--- src/rtl/iob_rr_arbiter.sv ---
// Round-robin arbiter sharing one IOb slave among N_MASTERS IOb masters.
// One transaction in flight; grant is held until write acceptance or read data return.
module iob_rr_arbiter #(
    parameter int N_MASTERS = 2,
    parameter int ADDR_W    = 32,
    parameter int DATA_W    = 32,
    localparam int GNT_W    = (N_MASTERS > 2) ? $clog2(N_MASTERS) : 1,
    localparam int STRB_W   = DATA_W / 8
) (
    input  logic                          clk_i,
    input  logic                          cke_i,
    input  logic                          arst_i,

    input  logic [N_MASTERS-1:0]          m_avalid_i,
    input  logic [N_MASTERS*ADDR_W-1:0]   m_addr_i,
    input  logic [N_MASTERS*DATA_W-1:0]   m_wdata_i,
    input  logic [N_MASTERS*STRB_W-1:0]   m_wstrb_i,
    output logic [N_MASTERS-1:0]          m_ready_o,
    output logic [N_MASTERS-1:0]          m_rvalid_o,
    output logic [N_MASTERS*DATA_W-1:0]   m_rdata_o,

    output logic                          s_avalid_o,
    output logic [ADDR_W-1:0]             s_addr_o,
    output logic [DATA_W-1:0]             s_wdata_o,
    output logic [STRB_W-1:0]             s_wstrb_o,
    input  logic                          s_ready_i,
    input  logic                          s_rvalid_i,
    input  logic [DATA_W-1:0]             s_rdata_i,

    output logic [GNT_W-1:0]              grant_o,
    output logic                          busy_o
);

    typedef enum logic [1:0] {
        IDLE,
        REQ,
        RDATA
    } state_t;

    state_t             r_state;
    state_t             w_state_nxt;
    logic [GNT_W-1:0]   r_grant;
    logic [GNT_W-1:0]   w_grant_nxt;
    logic [GNT_W-1:0]   r_rr_ptr;
    logic [GNT_W-1:0]   w_rr_ptr_nxt;
    logic [GNT_W-1:0]   w_pick;
    logic [GNT_W-1:0]   w_grant_inc;
    logic               w_found;
    logic               w_sel_avalid;
    logic [ADDR_W-1:0]  w_sel_addr;
    logic [DATA_W-1:0]  w_sel_wdata;
    logic [STRB_W-1:0]  w_sel_wstrb;

    always_ff @(posedge clk_i or posedge arst_i) begin
        if (arst_i) begin
            r_state  <= IDLE;
            r_grant  <= '0;
            r_rr_ptr <= '0;
        end else if (cke_i) begin
            r_state  <= w_state_nxt;
            r_grant  <= w_grant_nxt;
            r_rr_ptr <= w_rr_ptr_nxt;
        end
    end

    // First requester at or after r_rr_ptr, wrapping modulo N_MASTERS.
    always_comb begin
        int unsigned v_idx;
        w_pick  = '0;
        w_found = 1'b0;
        v_idx   = 0;
        for (int unsigned j = 0; j < N_MASTERS; j++) begin
            v_idx = int'(r_rr_ptr) + j;
            if (v_idx >= N_MASTERS) begin
                v_idx = v_idx - N_MASTERS;
            end
            for (int unsigned k = 0; k < N_MASTERS; k++) begin
                if (!w_found && k == v_idx && m_avalid_i[k]) begin
                    w_found = 1'b1;
                    w_pick  = GNT_W'(k);
                end
            end
        end
    end

    always_comb begin
        w_sel_avalid = 1'b0;
        w_sel_addr   = '0;
        w_sel_wdata  = '0;
        w_sel_wstrb  = '0;
        for (int unsigned k = 0; k < N_MASTERS; k++) begin
            if (GNT_W'(k) == r_grant) begin
                w_sel_avalid = m_avalid_i[k];
                w_sel_addr   = m_addr_i[k*ADDR_W +: ADDR_W];
                w_sel_wdata  = m_wdata_i[k*DATA_W +: DATA_W];
                w_sel_wstrb  = m_wstrb_i[k*STRB_W +: STRB_W];
            end
        end
    end

    assign w_grant_inc = (r_grant == GNT_W'(N_MASTERS - 1)) ? '0 : r_grant + 1'b1;
    assign grant_o     = r_grant;
    assign busy_o      = (r_state != IDLE);

    always_comb begin
        w_state_nxt  = r_state;
        w_grant_nxt  = r_grant;
        w_rr_ptr_nxt = r_rr_ptr;
        s_avalid_o   = 1'b0;
        s_addr_o     = '0;
        s_wdata_o    = '0;
        s_wstrb_o    = '0;
        m_ready_o    = '0;
        m_rvalid_o   = '0;
        m_rdata_o    = '0;

        case (r_state)
            IDLE: begin
                if (w_found) begin
                    w_grant_nxt = w_pick;
                    w_state_nxt = REQ;
                end
            end
            REQ: begin
                s_avalid_o = w_sel_avalid;
                s_addr_o   = w_sel_addr;
                s_wdata_o  = w_sel_wdata;
                s_wstrb_o  = w_sel_wstrb;
                for (int unsigned k = 0; k < N_MASTERS; k++) begin
                    if (GNT_W'(k) == r_grant) begin
                        m_ready_o[k] = s_ready_i;
                    end
                end
                // A withdrawn request abandons the slot without advancing the pointer.
                if (!w_sel_avalid) begin
                    w_state_nxt = IDLE;
                end else if (s_ready_i) begin
                    if (w_sel_wstrb != '0) begin
                        w_state_nxt  = IDLE;
                        w_rr_ptr_nxt = w_grant_inc;
                    end else begin
                        w_state_nxt = RDATA;
                    end
                end
            end
            RDATA: begin
                for (int unsigned k = 0; k < N_MASTERS; k++) begin
                    if (GNT_W'(k) == r_grant) begin
                        m_rvalid_o[k]                   = s_rvalid_i;
                        m_rdata_o[k*DATA_W +: DATA_W]   = s_rdata_i;
                    end
                end
                if (s_rvalid_i) begin
                    w_state_nxt  = IDLE;
                    w_rr_ptr_nxt = w_grant_inc;
                end
            end
            default: begin
                w_state_nxt = IDLE;
            end
        endcase
    end

endmodule

--- config.mk ---
export PLATFORM = sky130hd
export DESIGN_NAME = iob_rr_arbiter
export DESIGN_NICKNAME = d
export VERILOG_FILES = /design/src/rtl/iob_rr_arbiter.sv
export SDC_FILE = /design/constraint.sdc
export NUM_CORES = 1
export LEC_CHECK = 0
export BUFFER_PORTS_ARGS = -buffer_cell sky130_fd_sc_hd__buf_2
export CORE_AREA = 2 2 122 124
export CTS_CLUSTER_DIAMETER = 100
export DETAILED_ROUTE_END_ITERATION = 8
export DIE_AREA = 0 0 124 126
export PLACE_DENSITY = 0.56
export SYNTH_ARGS = -nofsm -noshare
export SYNTH_HDL_FRONTEND = slang
export SYNTH_SLANG_ARGS = --single-unit
--- constraint.sdc ---
create_clock -name clk_i -period 1.9 [get_ports clk_i]
set_input_delay 0.19 -clock clk_i [delete_from_list [all_inputs] [get_ports clk_i]]
set_output_delay 0.19 -clock clk_i [all_outputs]
set_load 0.01 [all_outputs]
==> results of run 1 <==
==> worst max path at each step <==
| stage | startpoint | end | slack, ns | cells past startpoint |
|---|---|---|---|---|
| 2_1_floorplan | grant_o$_DFFE_PP0P_ | r_rr_ptr$_DFFE_PP0P_ | 0.32 | 4 |
| 6_report | grant_o$_DFFE_PP0P_ | s_wstrb_o[0] | 0.11 | 4 |
| 4_1_cts | grant_o$_DFFE_PP0P_ | s_wstrb_o[0] | 0.05 | 4 |
| 3_5_place_dp | grant_o$_DFFE_PP0P_ | s_wstrb_o[0] | 0.23 | 4 |
| 3_3_place_gp | grant_o$_DFFE_PP0P_ | s_wstrb_o[0] | 0.20 | 4 |
| 5_1_grt | grant_o$_DFFE_PP0P_ | s_wstrb_o[0] | 0.02 | 4 |
==> through the flow <==
stage / cell area, um2 / power [mW] / util (%)
global route: 3650 / 2.91 / 25.5
CTS: 3650 / 2.76 / 25.5
detailed placement: 3560 / 2.40 / 24.9
floorplan: 1760 / 1.53 / -
finish: 3650 / 2.71 / 25.5
global placement: 3560 / 2.40 / 24.9
==> cell type report <==
type | instances | area share (%)
repair buffers | 320 | 45.7
multi-input cells | 239 | 42.5
well taps | 184 | 6.30
flip-flops and latches | 4 | 2.84
clock buffers | 4 | 2.16
inverters | 4 | 0.411
diodes | 1 | 0.0685
==> registers in the layout, indices dropped and copies added, names as in the netlist <==
signal    count
grant_o       1
r_rr_ptr      1
r_state       2
==> cells in the final DEF (no fill, tap or decap), drive strengths merged <==
cell         instances
nand2                7
nor4                 1
o21ai                4
buf                319
a21boi               1
or4                  3
nor3                 1
a21oi                2
inv                  4
nor2                77
or2                  1
dfrtp                4
diode                1
nor2b                1
and2                66
clkbuf               4
a31oi                1
o41ai                1
nand2b               2
mux2i               69
o311a                1
dlygate4sd3          1
nand4                1
==> where the power goes <==
group          leakage (nW)  switching [mW]  internal [mW]
sequential           0.0474          0.0614          0.119
clock                0.0382          0.0661          0.278
combinational          2.33            1.18           1.00
==> cell families after synthesis <==
logic type / after synthesis / share of synthesized area [%]
AO/OA/AOI/OAI: 10 / 3.55
buffers and inverters: 27 / 6.53
flip-flops: 4 / 5.68
multiplexers: 69 / 39.2
AND/OR/NAND/NOR: 160 / 45.0
==> critical path, delay by kind of cell, from the launching register on <==
family	cells	cell delay (ns)
buffers and inverters	2	0.47
DFF	1	0.49
muxes	1	0.32
and+or+nand+nor	1	0.06
==> repair_timing <==
action / in CTS / in global routing
resized for setup: 1 / 0
hold endpoints to repair: 4 / 0
endpoints found under the setup margin: 1 / 0
hold buffers: 1 / 0
==> per-layer routing <==
layer / part of all wire [%] / vias to the layer above
li1: - / 1484
met1: 39 / 1284
met2: 52 / 190
met3: 8.8 / 6
met4: 0.41 / 2
met5: 0.17 / -
==> results.md, run 1 <==
* Status: finished clean
* Worst Setup Start Kind: flip-flop
* Critical Path Sink Type: primary output
* Crit-path max FO at 50
* CTS buffer count at 3
* Largest net degree at the start of global routing at 51
* Die ar. at 15600 um2
* Part of the Yosys area used for sequential elements at 5.68%
* PortBufs at 313
* DRC viols at 0
* Fmax at 0.559 GHz
* Synthesis-to-finish area growth at 107%
* Core Region at 14300 um2
* Crit-path slowest cell: dfrtp_4
* Vias in the first global route at 2547
* EDFF count, synth at 0
* HP Class: in -> reg
* Met2 Use GR at 21.0%
* Post-synth design cell area at 1760 um2
* Synth Flop Type: dfrtp_1
* DRT Pass-1 Iters at 4
* Critical path required time at 1.71 ns
* Finished Layout Cells at 756
* Via-per-instance ratio at 3.92
* FF+latch area at 104 um2
* Synth top area cells: mux2i_1, and2_1, nor2_1, dfrtp_1, clkbuf_1
* CTS H-tree lvls at 1
* Syn nets at 445
* CTS sink cnt at 4
* Vias at 2966
* Clock-pin transition on the worst setup and hold timing paths at 0.03 ns
* # Post-CTS Setup Buffers at 0
* Top Ports at 314
* Hold Path Stages at 2
* Crit path time final at 1.79 ns
* GP Congestion at 0.725
* Placed instance count at 750
* Number of fill cells at 1613
* Endpoints failing hold at 0
* Footprint of the multi-input gates at 1550 um2
* R2R setup slack at 0.24 ns
* Met3 Use GR at 1.18%
* Final ANT Viol Nets at 0
* Grt ovf at 0
* GRT Util Overall at 10.4%
* Final WS setup at 0.112 ns
* Post-detail-place hpwl at 8030 um
* Distinct cells, synth at 23
* Syn Inst Count at 270
* Count leader, synth: nor2_1
* Clock Tree Buf Depth at 2
* WL per Instance at 12.4 um
* Slew Limit Headroom at 76.9%
* P per Cell Area at 740 nW/um2
* Worst R2R Start: grant_o$_DFFE_PP0P_
* GRT met1 Usage at 11.6%
* Global-route wire length before repair at 12700 um
* Avg Inst Size Synth at 6.52 um2
* Commonest cells post-synth: nor2_1, mux2i_1, and2_1, clkbuf_1, buf_2
* Routed wire length at 9370 um
* CTS tree: yes
* Total number of yosys warnings at 0
* Final nets at 747
* Max-cap violation count at 0
* Hold wc startpoint: m_avalid_i[0]
* FF-to-FF path depth at 4
* Share of post-route cells with drive strength above 1 at 57.1%
* Starting Density at 12.3%
* Post-synth top area share at 39.2%
* Placement Rows at 44
* Final setup TNS at 0 ns
* R2r endpoint: r_rr_ptr$_DFFE_PP0P_
* Unrepaired setup endpoints after global routing: no
* P_leak at 2.41 nW
* Final clock skew at 0.00222 ns
* Setup-failing EPs final at 0
* Worst slew pin tran at 0.343 ns
* VDD IR-drop max at 0.435 mV
* WS Path Type: reg -> out
* Root buf cell: clkbuf_16
* Max incr delay on CP at 0.49 ns
* Crit path cell chain: buf_12, mux2i_2, nor2_1, buf_2
* Data arrival, critical path at 1.60 ns
* Die width at 124 um
* Final max-slew violation count at 0
* Post-Place Setup Slack at 0.232 ns
* Leading area contributor after synthesis: mux2i_1
* WHS at 0.191 ns
* Gr busiest metal: met2
* Worst Hold End: grant_o$_DFFE_PP0P_
* Seq cells post-synth at 4
* Initial antenna violation count at 2
* Die height at 126 um
* Starting DRT DRC Count at 106
* Ys async rst share at 100%
* Worst-Skew Late Latency at 0.23 ns
* Period utilization at 94.1%
(Power assumes the default switching activity.)
==> inputs of run 2 (changes only) <==
--- a/config.mk
+++ b/config.mk
@@ -6,11 +6,12 @@
 export NUM_CORES = 1
 export LEC_CHECK = 0
 export BUFFER_PORTS_ARGS = -buffer_cell sky130_fd_sc_hd__buf_2
-export CORE_AREA = 2 2 122 124
+export CORE_AREA = 2 2 123 125
+export CTS_BUF_LIST = sky130_fd_sc_hd__clkbuf_8
 export CTS_CLUSTER_DIAMETER = 100
 export DETAILED_ROUTE_END_ITERATION = 8
-export DIE_AREA = 0 0 124 126
-export PLACE_DENSITY = 0.56
+export DIE_AREA = 0 0 125 127
+export PLACE_DENSITY = 0.55
 export SYNTH_ARGS = -nofsm -noshare
 export SYNTH_HDL_FRONTEND = slang
 export SYNTH_SLANG_ARGS = --single-unit
==> run 2 against run 1 <==
  * Combinational power increased by 6%
  * Die area up 1.6%
  * Flip-flop and latch count did not move
  * Cell area increased by 0.55%
  * Count of clock-buffer cells in the layout down 1
  * Global-route usage decreased by 0.12 points
  * Maximum frequency up 0.41%
==> results.md, run 2 (synthesis results as in run 1) <==
* Crit. Startpoint: r_state[1]$_DFFE_PP0P_
* WS Path Type: reg -> out
* Max reg flops at 2
* Met3 Use GR at 1.26%
* Synthesis-to-finish area growth at 109%
* Unrepaired setup endpoints after global routing: no
* Vias in the first global route at 2607
* CTS H-tree lvls at 1
* Crit path time final at 1.78 ns
* Placement Rows at 44
* Core Region at 14400 um2
* P_int at 1.35 mW
* Crit-path max FO at 37
* DRC viols at 0
* Root buf cell: clkbuf_8
* Starting DRT DRC Count at 62
* GP Congestion at 0.749
* Sw frac at 49.9%
* Status: finished clean
* Reg with most FFs: r_state
* Initial antenna violation count at 1
* Critical Path Sink Type: primary output
* CTS sink cnt at 4
* Die width at 125 um
* Worst Setup Start Kind: flip-flop
* CTS tree: yes
* Die height at 127 um
* Worst R2R Start: grant_o$_DFFE_PP0P_
* Clock Tree Buf Depth at 2
* Largest net degree at the start of global routing at 43
* Sequential share of power at 7.0%
* Hold wc startpoint: m_avalid_i[0]
* Final nets at 750
* Number of fill cells at 1616
* Crit path cell chain: nand2b_2, buf_12, nor2_1, buf_2
* Final max-slew violation count at 0
* Worst-Skew Late Latency at 0.22 ns
* Via-per-instance ratio at 3.85
* Worst slew pin tran at 0.366 ns
* Critical path required time at 1.71 ns
* Vias at 2918
* Max incr delay on CP at 0.46 ns
* Top Ports at 314
* Global-route wire length before repair at 13400 um
* Gr busiest metal: met2
* Clock power share at 7.0%
* WL per Instance at 12.9 um
* DRT Pass-1 Iters at 6
* Share of post-route cells with drive strength above 1 at 57.1%
* PortBufs at 313
* Grt ovf at 0
* P per Cell Area at 731 nW/um2
* Switching power total at 1.34 mW
* Final clock skew at 0.00446 ns
* Most frequent cells in the layout: buf_2, nor2_1, mux2i_1
* Die ar. at 15900 um2
* Data arrival, critical path at 1.59 ns
* VDD IR-drop max at 0.291 mV
* Layout Utilization at 25.5%
* Setup-failing EPs final at 0
* Combinational power share at 86.0%
* Routed wire length at 9790 um
* Max-cap violation count at 0
* Slew Limit Headroom at 75.4%
* Starting Density at 12.2%
* P_leak at 2.43 nW
* Number of diodes at 0
* Most common cell after layout, fill and taps aside: buf_2
* CTS buffer count at 3
* Post-detail-place hpwl at 8250 um
* Fmax at 0.562 GHz
* Met2 Use GR at 21.3%
* GRT Util Overall at 10.3%
* Clock-pin transition on the worst setup and hold timing paths at 0.03 ns
* Period utilization at 93.7%
* Crit-path slowest cell: dfrtp_1
* Final ANT Viol Nets at 0
* Endpoints failing hold at 0
* HP Class: in -> reg
* Final setup TNS at 0 ns
* GRT met1 Usage at 11.2%
* # Post-CTS Setup Buffers at 0
-- run 2: cell count changes in the layout (fill, tap and decap cells not counted) --
| cell | delta |
|---|---|
| buf_16 | +1 |
| buf_4 | +1 |
| clkbuf_1 | -1 |
| clkbuf_16 | -2 |
| clkbuf_8 | +3 |
| diode_2 | -1 |
| inv_1 | +1 |
| mux2i_1 | +1 |
| mux2i_2 | -1 |
-- run 2: timing repair --
item	4_1_cts	5_1_grt
hold buffers	1	0
gates resized for setup	0	1
endpoints found under the hold margin	4	0
setup endpoints to repair	0	4
-- run 2: layer usage --
layer	share of wire (%)	wire length, um
met1	37	3660
met2	54	5260
met3	8.0	785
met4	0.76	74
met5	0.13	13
-- run 2: final cells by class --
type	count	area (um2)	share of cell area, %
clock buffers	3	41.3	1.12
clock inverters	1	3.75	0.102
inverters	4	15.0	0.409
multi-input cells	239	1550	42.2
flip-flops and latches	4	104	2.83
well taps	184	230	6.26
repair buffers	323	1730	47.1
-- run 2: path summary, 6_finish.rpt --
path	endpoint	slack, ns	cells after the start
max in group asynchronous	grant_o$_DFFE_PP0P_	1.32	3
setup / recovery	s_addr_o[0]	0.12	4
hold / removal	grant_o$_DFFE_PP0P_	0.21	2
min in group asynchronous	r_state[0]$_DFFE_PP0P_	0.41	3
hold reg to reg	grant_o$_DFFE_PP0P_	0.61	2
setup reg to reg	r_rr_ptr$_DFFE_PP0P_	0.20	4
-- run 2: metrics by stage --
step | power, mW | cell area (um2) | hold slack, ns | worst slack (ns) | instances
floorplan | 1.53 | 1760 | -0.0439 | 0.323 | 270
global placement | 2.43 | 3590 | 0.0789 | 0.270 | 752
detailed placement | 2.44 | 3590 | 0.0794 | 0.257 | 752
CTS | 2.64 | 3640 | 0.209 | 0.0653 | 757
global route | 2.92 | 3670 | 0.211 | 0.0118 | 758
finish | 2.69 | 3670 | 0.210 | 0.119 | 758
-- run 2: worst max-delay path: cells and delay by family (launching register included) --
family	cells	cell delay, ns
buffers and inverters	2	0.39
DFF	1	0.46
and+or+nand+nor	2	0.51
-- run 2: power by group through the flow --
stage / registers [mW] / logic [mW] / clock network, mW
floorplan: 0.142 / 1.39 / 0
global placement: 0.175 / 2.26 / 0
detailed placement: 0.174 / 2.27 / 0
CTS: 0.173 / 2.28 / 0.189
global route: 0.198 / 2.53 / 0.196
finish: 0.189 / 2.31 / 0.187
